==> config.mk <==
export PLATFORM = sky130hd
export DESIGN_NAME = easy_axi_txn_seq_flat
export DESIGN_NICKNAME = d
export VERILOG_FILES = /design/src/rtl/easy_axi_txn_seq_if.sv /design/src/rtl/easy_axi_txn_seq.sv /design/src/flat_wrapper.sv
export SDC_FILE = /design/constraint.sdc
export NUM_CORES = 1
export LEC_CHECK = 0
export ABC_AREA = 1
export CORE_AREA = 2 2 71 73
export CTS_CLUSTER_SIZE = 12
export DETAILED_ROUTE_END_ITERATION = 12
export DIE_AREA = 0 0 73 75
export GPL_TIMING_DRIVEN = 0
export PLACE_DENSITY = 0.77
export SLEW_MARGIN = 40
export SYNTH_ARGS = -nofsm -noshare
export SYNTH_HDL_FRONTEND = slang
export SYNTH_SLANG_ARGS = --single-unit
==> constraint.sdc <==
create_clock -name clk -period 3.6 [get_ports clk]
set_input_delay 0.36 -clock clk [delete_from_list [all_inputs] [get_ports clk]]
set_output_delay 0.36 -clock clk [all_outputs]
set_load 0.005 [all_outputs]
==> src/rtl/easy_axi_txn_seq_if.sv <==
// Command and transaction handshake bundle for the EASY_AXI command sequencer.
// master: the sequencer (accepts commands, drives txn_start/txn_type).
// slave:  the environment (pushes commands, returns txn_done).
interface easy_axi_txn_seq_if;
  logic       cmd_valid;
  logic       cmd_ready;
  logic [1:0] cmd_type;
  logic       txn_start;
  logic [1:0] txn_type;
  logic       txn_done;

  modport master (
    input  cmd_valid,
    input  cmd_type,
    input  txn_done,
    output cmd_ready,
    output txn_start,
    output txn_type
  );

  modport slave (
    output cmd_valid,
    output cmd_type,
    output txn_done,
    input  cmd_ready,
    input  txn_start,
    input  txn_type
  );
endinterface

==> src/rtl/easy_axi_txn_seq.sv <==
// Upstream command sequencer for the EASY_AXI master.
// Queues write/read commands in a small registered FIFO and issues them one at a time as a
// txn_start strobe plus txn_type, waiting for txn_done (or a watchdog timeout) between issues.
// Optional feature macro: EASY_AXI_SEQ_STATS_EN enables the completion/discard counters;
// without it wr_done_cnt_o, rd_done_cnt_o and bad_cnt_o are tied to zero.
module easy_axi_txn_seq #(
  parameter int unsigned FIFO_DEPTH     = 4,
  parameter int unsigned START_CYCLES   = 5,
  parameter int unsigned GAP_CYCLES     = 2,
  parameter int unsigned TIMEOUT_CYCLES = 1024,
  parameter int unsigned CNT_WIDTH      = 16
) (
  input  logic                          clk,
  input  logic                          rst,
  easy_axi_txn_seq_if.master            bus,
  output logic                          busy_o,
  output logic [$clog2(FIFO_DEPTH):0]   fifo_level_o,
  output logic                          err_timeout_o,
  input  logic                          err_clr_i,
  output logic [CNT_WIDTH-1:0]          wr_done_cnt_o,
  output logic [CNT_WIDTH-1:0]          rd_done_cnt_o,
  output logic [CNT_WIDTH-1:0]          bad_cnt_o
);

  localparam int unsigned PtrW = $clog2(FIFO_DEPTH);
  localparam int unsigned LvlW = PtrW + 1;

  // One timer serves the START strobe length, the watchdog and the GAP length.
  localparam int unsigned TmrMax0 = (TIMEOUT_CYCLES > START_CYCLES) ? TIMEOUT_CYCLES
                                                                    : START_CYCLES;
  localparam int unsigned TmrMax  = (TmrMax0 > GAP_CYCLES) ? TmrMax0 : GAP_CYCLES;
  localparam int unsigned TmrW    = $clog2(TmrMax + 1);

  localparam logic [TmrW-1:0] StartLast = TmrW'(START_CYCLES - 1);
  localparam logic [TmrW-1:0] ToLast    = TmrW'(TIMEOUT_CYCLES - 1);
  localparam logic [TmrW-1:0] GapLast   = (GAP_CYCLES > 0) ? TmrW'(GAP_CYCLES - 1) : '0;
  localparam logic [LvlW-1:0] FullLvl   = LvlW'(FIFO_DEPTH);

  typedef enum logic [1:0] {StIdle, StStart, StWait, StGap} state_e;

  state_e state_q, state_d;

  logic [1:0]      mem_q [FIFO_DEPTH];
  logic [PtrW-1:0] wr_ptr_q, rd_ptr_q;
  logic [LvlW-1:0] level_q;
  logic [TmrW-1:0] tmr_q, tmr_d;
  logic [1:0]      txn_type_q, txn_type_d;
  logic            err_q, err_d;

  logic       fifo_full, fifo_empty, push, pop;
  logic [1:0] head;
  logic       head_valid;
  logic       in_txn, done_acc, tmo_hit, txn_end;
  state_e     exit_st;

  // FIFO status, handshake decode and transaction-end conditions.
  always_comb begin
    fifo_full  = (level_q == FullLvl);
    fifo_empty = (level_q == '0);
    push       = bus.cmd_valid && !fifo_full;
    pop        = (state_q == StIdle) && !fifo_empty;
    head       = mem_q[rd_ptr_q];
    head_valid = (head == 2'b01) || (head == 2'b10);
    in_txn     = (state_q == StStart) || (state_q == StWait);
    done_acc   = in_txn && bus.txn_done;
    // A done pulse on the watchdog's last cycle takes priority over the timeout.
    tmo_hit    = in_txn && !bus.txn_done && (tmr_q == ToLast);
    txn_end    = done_acc || tmo_hit;
    exit_st    = (GAP_CYCLES == 0) ? StIdle : StGap;
  end

  // FIFO storage; contents need no reset since level gates every read.
  always_ff @(posedge clk) begin
    if (push) begin
      mem_q[wr_ptr_q] <= bus.cmd_type;
    end
  end

  // FIFO pointers and occupancy.
  always_ff @(posedge clk) begin
    if (rst) begin
      wr_ptr_q <= '0;
      rd_ptr_q <= '0;
      level_q  <= '0;
    end else begin
      if (push) begin
        wr_ptr_q <= wr_ptr_q + PtrW'(1);
      end
      if (pop) begin
        rd_ptr_q <= rd_ptr_q + PtrW'(1);
      end
      if (push && !pop) begin
        level_q <= level_q + LvlW'(1);
      end else if (!push && pop) begin
        level_q <= level_q - LvlW'(1);
      end
    end
  end

  // FSM state register.
  always_ff @(posedge clk) begin
    if (rst) begin
      state_q <= StIdle;
    end else begin
      state_q <= state_d;
    end
  end

  // FSM next state.
  always_comb begin
    state_d = state_q;
    unique case (state_q)
      StIdle: begin
        // Invalid heads are dropped here and the FSM stays in IDLE.
        if (pop && head_valid) begin
          state_d = StStart;
        end
      end
      StStart: begin
        if (txn_end) begin
          state_d = exit_st;
        end else if (tmr_q == StartLast) begin
          state_d = StWait;
        end
      end
      StWait: begin
        if (txn_end) begin
          state_d = exit_st;
        end
      end
      StGap: begin
        if (tmr_q == GapLast) begin
          state_d = StIdle;
        end
      end
      default: state_d = StIdle;
    endcase
  end

  // FSM outputs.
  always_comb begin
    bus.txn_start = (state_q == StStart);
    bus.txn_type  = txn_type_q;
    bus.cmd_ready = !fifo_full;
    busy_o        = (state_q != StIdle) || !fifo_empty;
    fifo_level_o  = level_q;
    err_timeout_o = err_q;
  end

  // Timer, latched type and sticky timeout next-state.
  always_comb begin
    tmr_d = tmr_q;
    if (state_q == StIdle && state_d == StStart) begin
      tmr_d = '0;
    end else if (state_d == StGap && state_q != StGap) begin
      tmr_d = '0;
    end else if (state_q != StIdle) begin
      tmr_d = tmr_q + TmrW'(1);
    end

    txn_type_d = txn_type_q;
    if (state_q == StIdle && state_d == StStart) begin
      txn_type_d = head;
    end else if (txn_end) begin
      txn_type_d = 2'b00;
    end

    // Setting wins over a simultaneous clear.
    err_d = err_q;
    if (tmo_hit) begin
      err_d = 1'b1;
    end else if (err_clr_i) begin
      err_d = 1'b0;
    end
  end

  // Timer, latched type and sticky timeout registers.
  always_ff @(posedge clk) begin
    if (rst) begin
      tmr_q      <= '0;
      txn_type_q <= 2'b00;
      err_q      <= 1'b0;
    end else begin
      tmr_q      <= tmr_d;
      txn_type_q <= txn_type_d;
      err_q      <= err_d;
    end
  end

`ifdef EASY_AXI_SEQ_STATS_EN
  logic [CNT_WIDTH-1:0] wr_cnt_q, rd_cnt_q, bad_cnt_q;

  // Completion and discard counters; they wrap naturally.
  always_ff @(posedge clk) begin
    if (rst) begin
      wr_cnt_q  <= '0;
      rd_cnt_q  <= '0;
      bad_cnt_q <= '0;
    end else begin
      if (done_acc && txn_type_q == 2'b01) begin
        wr_cnt_q <= wr_cnt_q + CNT_WIDTH'(1);
      end
      if (done_acc && txn_type_q == 2'b10) begin
        rd_cnt_q <= rd_cnt_q + CNT_WIDTH'(1);
      end
      if (pop && !head_valid) begin
        bad_cnt_q <= bad_cnt_q + CNT_WIDTH'(1);
      end
    end
  end

  assign wr_done_cnt_o = wr_cnt_q;
  assign rd_done_cnt_o = rd_cnt_q;
  assign bad_cnt_o     = bad_cnt_q;
`else
  assign wr_done_cnt_o = '0;
  assign rd_done_cnt_o = '0;
  assign bad_cnt_o     = '0;
`endif

endmodule
==> src/flat_wrapper.sv <==
// flat-port wrapper written by rule: the top's interface ports become plain ports
module easy_axi_txn_seq_flat 
#(
  parameter int unsigned FIFO_DEPTH     = 4,
  parameter int unsigned START_CYCLES   = 5,
  parameter int unsigned GAP_CYCLES     = 2,
  parameter int unsigned TIMEOUT_CYCLES = 1024,
  parameter int unsigned CNT_WIDTH      = 16
)
  (clk, rst, busy_o, fifo_level_o, err_timeout_o, err_clr_i, wr_done_cnt_o, rd_done_cnt_o, bad_cnt_o, bus_cmd_valid, bus_cmd_type, bus_txn_done, bus_cmd_ready, bus_txn_start, bus_txn_type);
  easy_axi_txn_seq_if bus_i ();
  input  logic clk;
  input  logic rst;
  output logic busy_o;
  output logic [$clog2(FIFO_DEPTH):0] fifo_level_o;
  output logic err_timeout_o;
  input  logic err_clr_i;
  output logic [CNT_WIDTH-1:0] wr_done_cnt_o;
  output logic [CNT_WIDTH-1:0] rd_done_cnt_o;
  output logic [CNT_WIDTH-1:0] bad_cnt_o;
  input wire logic [$bits(bus_i.cmd_valid)-1:0] bus_cmd_valid;
  input wire logic [$bits(bus_i.cmd_type)-1:0] bus_cmd_type;
  input wire logic [$bits(bus_i.txn_done)-1:0] bus_txn_done;
  output wire logic [$bits(bus_i.cmd_ready)-1:0] bus_cmd_ready;
  output wire logic [$bits(bus_i.txn_start)-1:0] bus_txn_start;
  output wire logic [$bits(bus_i.txn_type)-1:0] bus_txn_type;
  assign bus_i.cmd_valid = bus_cmd_valid;
  assign bus_i.cmd_type = bus_cmd_type;
  assign bus_i.txn_done = bus_txn_done;
  assign bus_cmd_ready = bus_i.cmd_ready;
  assign bus_txn_start = bus_i.txn_start;
  assign bus_txn_type = bus_i.txn_type;
  easy_axi_txn_seq #(.FIFO_DEPTH(FIFO_DEPTH), .START_CYCLES(START_CYCLES), .GAP_CYCLES(GAP_CYCLES), .TIMEOUT_CYCLES(TIMEOUT_CYCLES), .CNT_WIDTH(CNT_WIDTH)) u_core (.clk(clk), .rst(rst), .bus(bus_i), .busy_o(busy_o), .fifo_level_o(fifo_level_o), .err_timeout_o(err_timeout_o), .err_clr_i(err_clr_i), .wr_done_cnt_o(wr_done_cnt_o), .rd_done_cnt_o(rd_done_cnt_o), .bad_cnt_o(bad_cnt_o));
endmodule
# After elaboration in Yosys (flattened, before gate mapping)
# Memories as Yosys holds them, arrays and structs flattened. A register that Yosys moved wholly into a read port is not among the register bits.
# Cells that the tools add are included.
[op_classes]
n_addsub = 5
eq_ne = 12
muxes = 16
n_reduce_logical = 26
[ops]
columns = ["op", "n"]
rows = [
  ["$mux 2", 9],
  ["$add 11x1->11 const B", 1],
  ["$eq 11x1->1 const B", 1],
  ["$eq 11x10->1 const B", 1],
  ["$eq 11x3->1 const B", 1],
  ["$logic_and 1x1->1", 10],
  ["$eq 2x2->1 const B", 4],
  ["$pmux 2 s4", 1],
  ["$reduce_bool 2->1", 4],
  ["$eq 2x1->1 const B", 3],
  ["$mux 3", 2],
  ["$logic_not 1->1", 5],
  ["$add 2x1->2 const B", 2],
  ["$logic_or 1x1->1", 4],
  ["$mux 1", 4],
  ["$add 3x1->3 const B", 1],
  ["$eq 3x3->1 const B", 1],
  ["$logic_not 3->1", 1],
  ["$reduce_or 3->1", 1],
  ["$sub 3x1->3 const B", 1],
  ["$logic_not 2->1", 1],
  ["$ne 2x2->1 const B", 1],
]
[word_totals]
ff_bits = 23
ramBits = 8
in_bits = 7
out_inout_bits = 57
wordCells = 67
memories = 1
[mem_list]
columns = ["name", "words", "word_bits", "read_ports", "rd_clocked_by_memory_dff", "wr", "line_no", "rtl"]
rows = [
  ["u_core.mem_q", 4, 2, 1, 1, 1, "easy_axi_txn_seq.sv:43", "logic [1:0] mem_q [FIFO_DEPTH];"],
]

# Longest topological paths before layout
[logic_depth]
ltp_word = 10
ltp_mapped = 14
mapped_depth_nobuf = 13

# Worst setup path before layout
# No wires, ideal clock.
[synth_timing]
path_kind = "reg2reg"
start = "reg u_core.state_q[1]"
end = "reg u_core.level_q[2], in the netlist u_core.fifo_level_o[2]"
arrival_ps = 1989
t_required_ps = 3478
slack_ps = 1488
path_stages_with_launch = 14
path_buffers = 1
period_less_slack_ps = 2112
path_cell_list = "dfxtp_1 > inv_1 > ha_1 > buf_6 > inv_1 > a31oi_4 > inv_1 > ha_1 > inv_1 > fa_1 > a21oi_1 > o21ai_0 > o21ai_0 > a21oi_1"
[synth_between]
elab_chain_len = 5
[synth_rtl]
columns = ["element", "line_no", "rtl"]
rows = [
  ["start: declaration", "easy_axi_txn_seq.sv:41", "state_e state_q, state_d;"],
  ["start signal: assignment", "easy_axi_txn_seq.sv:103", "state_q <= StIdle;"],
  ["start signal: assignment", "easy_axi_txn_seq.sv:105", "state_q <= state_d;"],
  ["$logic_not 2->1 *", "easy_axi_txn_seq.sv:61", "pop = (state_q == StIdle) && !fifo_empty;"],
  ["$logic_and 1x1->1 *", "easy_axi_txn_seq.sv:61", ""],
  ["$logic_not 1->1", "easy_axi_txn_seq.sv:92", "if (push && !pop) begin"],
  ["$logic_and 1x1->1", "easy_axi_txn_seq.sv:92", ""],
  ["$mux 3 / $reduce_bool 2->1 (equally long branches)", "--", ""],
  ["end signal: assignment", "easy_axi_txn_seq.sv:93", "level_q <= level_q + LvlW'(1);"],
  ["end signal: assignment", "easy_axi_txn_seq.sv:95", "level_q <= level_q - LvlW'(1);"],
  ["end: declaration", "easy_axi_txn_seq.sv:45", "logic [LvlW-1:0] level_q;"],
]
# Every way passes the cells marked *; elsewhere a longest branch is shown, timed or not.
# A chain may end at the register's enable or synchronous reset.

# Final worst setup path
# Ends and elaborated chain as after synthesis.

==> qor.csv <==
stage,metric,value,unit
run_status,status,"finished, final reports clean",
sta,fin_skew,0.00638,ns
cts,cts_inserted_buffers,5,
die,dieArea,0.00548,mm2
synthesis,synth-compound-area-share,5.09,%
drt,viasPerCell,4.21,
cts,clockBufferDepth,2,
cts,clk_latency,0.29,ns
sta,post-route-period-util,65.8,%
synthesis,synth_xor_area_share,3.96,%
drt,drtIter0Drc,92,
placed_design,place_area,0.00261,mm2
synthesis,yosys.area.top_type,dfxtp_1,
final_layout,mostFrequentLayoutCell,nand2_1,
synthesis,yosysWarnings,0,
synthesis,syn_area,0.00221,mm2
pwr,p_switching,705,uW
synthesis,ys_seq_area_share,33.5,%
drt,drc,0,
final_layout,instances_no_fill,401,
final_layout,fin_area,0.00272,mm2
critical_path,cp_slowest_cell,dfxtp_1,
cts,postCtsSetupBuffers,0,
critical_path,cp_top_family,adder cells,
global_routing,grt-ovfl-total,0,
sta,tns,0,ns
drt,dr.pass1.iters,4,
synthesis,synth_top_family_by_area,simple AND/OR/NAND/NOR gates,
cts,cts_root_buf,clkbuf_8,
cts,cts_tree,done,
critical_path,crit_required,3.79,ns
critical_path,cp_slowest_stage_delay,0.43,ns
pwr,vdd_ir_drop_max,0.414,mV
synthesis,synth_cell_types,27,
sta,maxSlewViolCount,0,
global_routing,grt_usage,14.3,%
die,core-area,0.00466,mm2
critical_path,critPathCaptureType,register,
cts,clk_pin_slew,0.07,ns
synthesis,synth_cells,277,
pwr,total_power,1.72,mW
pwr,pwr-share-comb,49.5,%
pwr,p_int,1.02,mW
placed_design,gp_congestion,0.783,
pwr,powerDensity,634,mW/mm2
critical_path,path_cells,inv_1 > ha_1 > buf_6 > inv_1 > a31oi_4 > inv_1 > ha_1 > inv_1 > fa_1 > a21oi_1 > o21ai_0 > o21ai_0 > a21oi_1,
pwr,clkPwrFrac,20.6,%
cts,ctsResizeCount,0,
global_routing,antenna_found_initial,0,
drt,routed_wire_length_per_instance,9.26,um
hold_path,hold_class,register to register,
critical_path,crit_fanout,10,
drt,vias,1690,
final_layout,layout_common_cells,"nand2_1 (51), buf_4 (48), conb_1 (48), inv_1 (32)",
sta,setup_violations,0,
global_routing,grt_first_pass_wirelength,6010,um
synthesis,synth-simple-area-share,26.1,%
critical_path,worstSetupPathType,register to register,
die,initial_utilization,47.4,%
placed_design,hpwlAfterDp,3000,um
critical_path,worstSetupStartpointType,register,
die,die_w,73,um
synthesis,muxShareOfSynthArea,0,%
die,die_h,75,um
pwr,p_leak,1.34,nW
sta,worst_slack,1.23,ns
final_layout,num_antenna_cells,0,
flow_run,cap_viol_max_count,0,
final_layout,fin_nets,367,
pwr,p_seq_share,29.9,%
pwr,switching_share,40.9,%
global_routing,grt_pass1_vias,1524,
placed_design,portBuffers,15,
global_routing,grt_max_degree,13,
final_layout,post_route_cells_drive_above_1_share,23.9,%
die,rows,25,
drt,ant_nets,0,
critical_path,cp_common_cell,inv_1,
placed_design,pre_cts_ws,1.23,ns
sta,post-route-min-period,2.37,ns
cts,cts_hold_buf,0,
synthesis,yosysTopAreaCellShare,22.6,%
final_layout,syn2layout_area_growth,23.0,%
sta,finalHoldViolations,0,
synthesis,synth_fa_ha_area_share,8.26,%
drt,wl,3710,um
critical_path,worst-path-buf-inv,5,
synthesis,avgSynthCellArea,7.98,um2
cts,cts_htree_levels,2,
critical_path,arrival,2.55,ns
cts,clock_sinks,33,
sta,fmax,422,MHz
die,ios,64,
synthesis,synth_area_leaders,"dfxtp_1 (23%), buf_4 (16%), edfxtp_1 (11%)",
sta,rsz0062_at_grt,false,
synthesis,ys_ff_latch,33,
placed_design,placed_cells,393,
state kept, by name (all words and copies together) (netlist names), named ones only:
| signal | count |
|---|---|
| u_core.bus.txn_type | 2 |
| u_core.state_q | 2 |
| u_core.err_timeout_o | 1 |
| u_core.mem_q | 8 |
| u_core.tmr_q | 11 |
| u_core.rd_ptr_q | 2 |
| u_core.fifo_level_o | 3 |
| u_core.wr_ptr_q | 2 |
final timing paths:
check | startpoint | slack [ns] | cells after the start | endpoint
min reg2reg | u_core.rd_ptr_q[1] | 0.47 | 2 | u_core.rd_ptr_q[1]
max | u_core.state_q[1] | 1.23 | 13 | u_core.fifo_level_o[2]
min | u_core.rd_ptr_q[1] | 0.47 | 2 | u_core.rd_ptr_q[1]
max reg2reg | u_core.state_q[1] | 1.23 | 13 | u_core.fifo_level_o[2]
worst register-to-register path: cells and delay by family (launching register included):
family	cells	cell delay, ns
compound gates	5	0.54
buf+inv	5	0.58
flops	1	0.43
fa+ha+maj	3	0.71
cell families (layout without fill, tap and decap cells):
| kind of cell | count (synthesis) | count (layout) |
|---|---|---|
| other cells | 1 | 48 |
| flops | 33 | 33 |
| compound gates | 19 | 19 |
| fa+ha+maj | 14 | 14 |
| simple gates | 117 | 117 |
| buf+inv | 83 | 106 |
| xor+xnor | 10 | 10 |
synth_stat cells:
| cell | number |
|---|---|
| nand3b_1 | 1 |
| xor2_1 | 9 |
| buf_4 | 48 |
| ha_1 | 13 |
| nand3_2 | 5 |
| buf_6 | 2 |
| nand2_1 | 51 |
| or2_2 | 1 |
| inv_2 | 1 |
| inv_1 | 32 |
| a31oi_4 | 1 |
| xnor2_1 | 1 |
| conb_1 | 1 |
| nor4_4 | 1 |
| nor2_1 | 25 |
| fa_1 | 1 |
| nor2_2 | 11 |
| nand2_2 | 3 |
| nand3_4 | 1 |
| a31oi_1 | 1 |
| o21ai_0 | 7 |
| dfxtp_1 | 25 |
| nand2_4 | 1 |
| edfxtp_1 | 8 |
| nand4_1 | 4 |
| a21oi_1 | 10 |
| nand3_1 | 13 |
per-stage QoR:
stage	utilization, %	hold slack, ns
final	58.4	0.473
after floorplan	-	0.429
after detailed placement	55.9	0.459
after global placement	55.9	0.450
after CTS	58.4	0.471
after global routing	58.4	0.511
area by class of cell:
cell class | instances | area, um2
Clock buffer | 5 | 68.8
Timing Repair Buffer | 15 | 150
Clock inverter | 3 | 46.3
Multi-Input combinational cell | 208 | 1140
Fill cell | 438 | 1940
Inverter | 33 | 124
Tap cell | 54 | 67.6
Sequential cell | 33 | 741
Buffer | 50 | 383
layer usage:
metal  global-route usage [%]  share of wire [%]  up-vias
met1                     14.4                 41      731
li1                         -                  -      903
met4                     7.61                2.4        0
met2                     26.7                 51       46
met5                        0                  0        -
met3                     4.02                5.6       10
power by group through the flow:
stage,sequential (mW),clock [mW],combinational (mW)
after detailed placement,0.526,0,0.848
after global placement,0.524,0,0.830
final,0.516,0.355,0.853
after global routing,0.528,0.377,0.953
after floorplan,0.516,0,0.645
after CTS,0.517,0.362,0.855
Note: power is estimated with default switching activity, not from simulation.
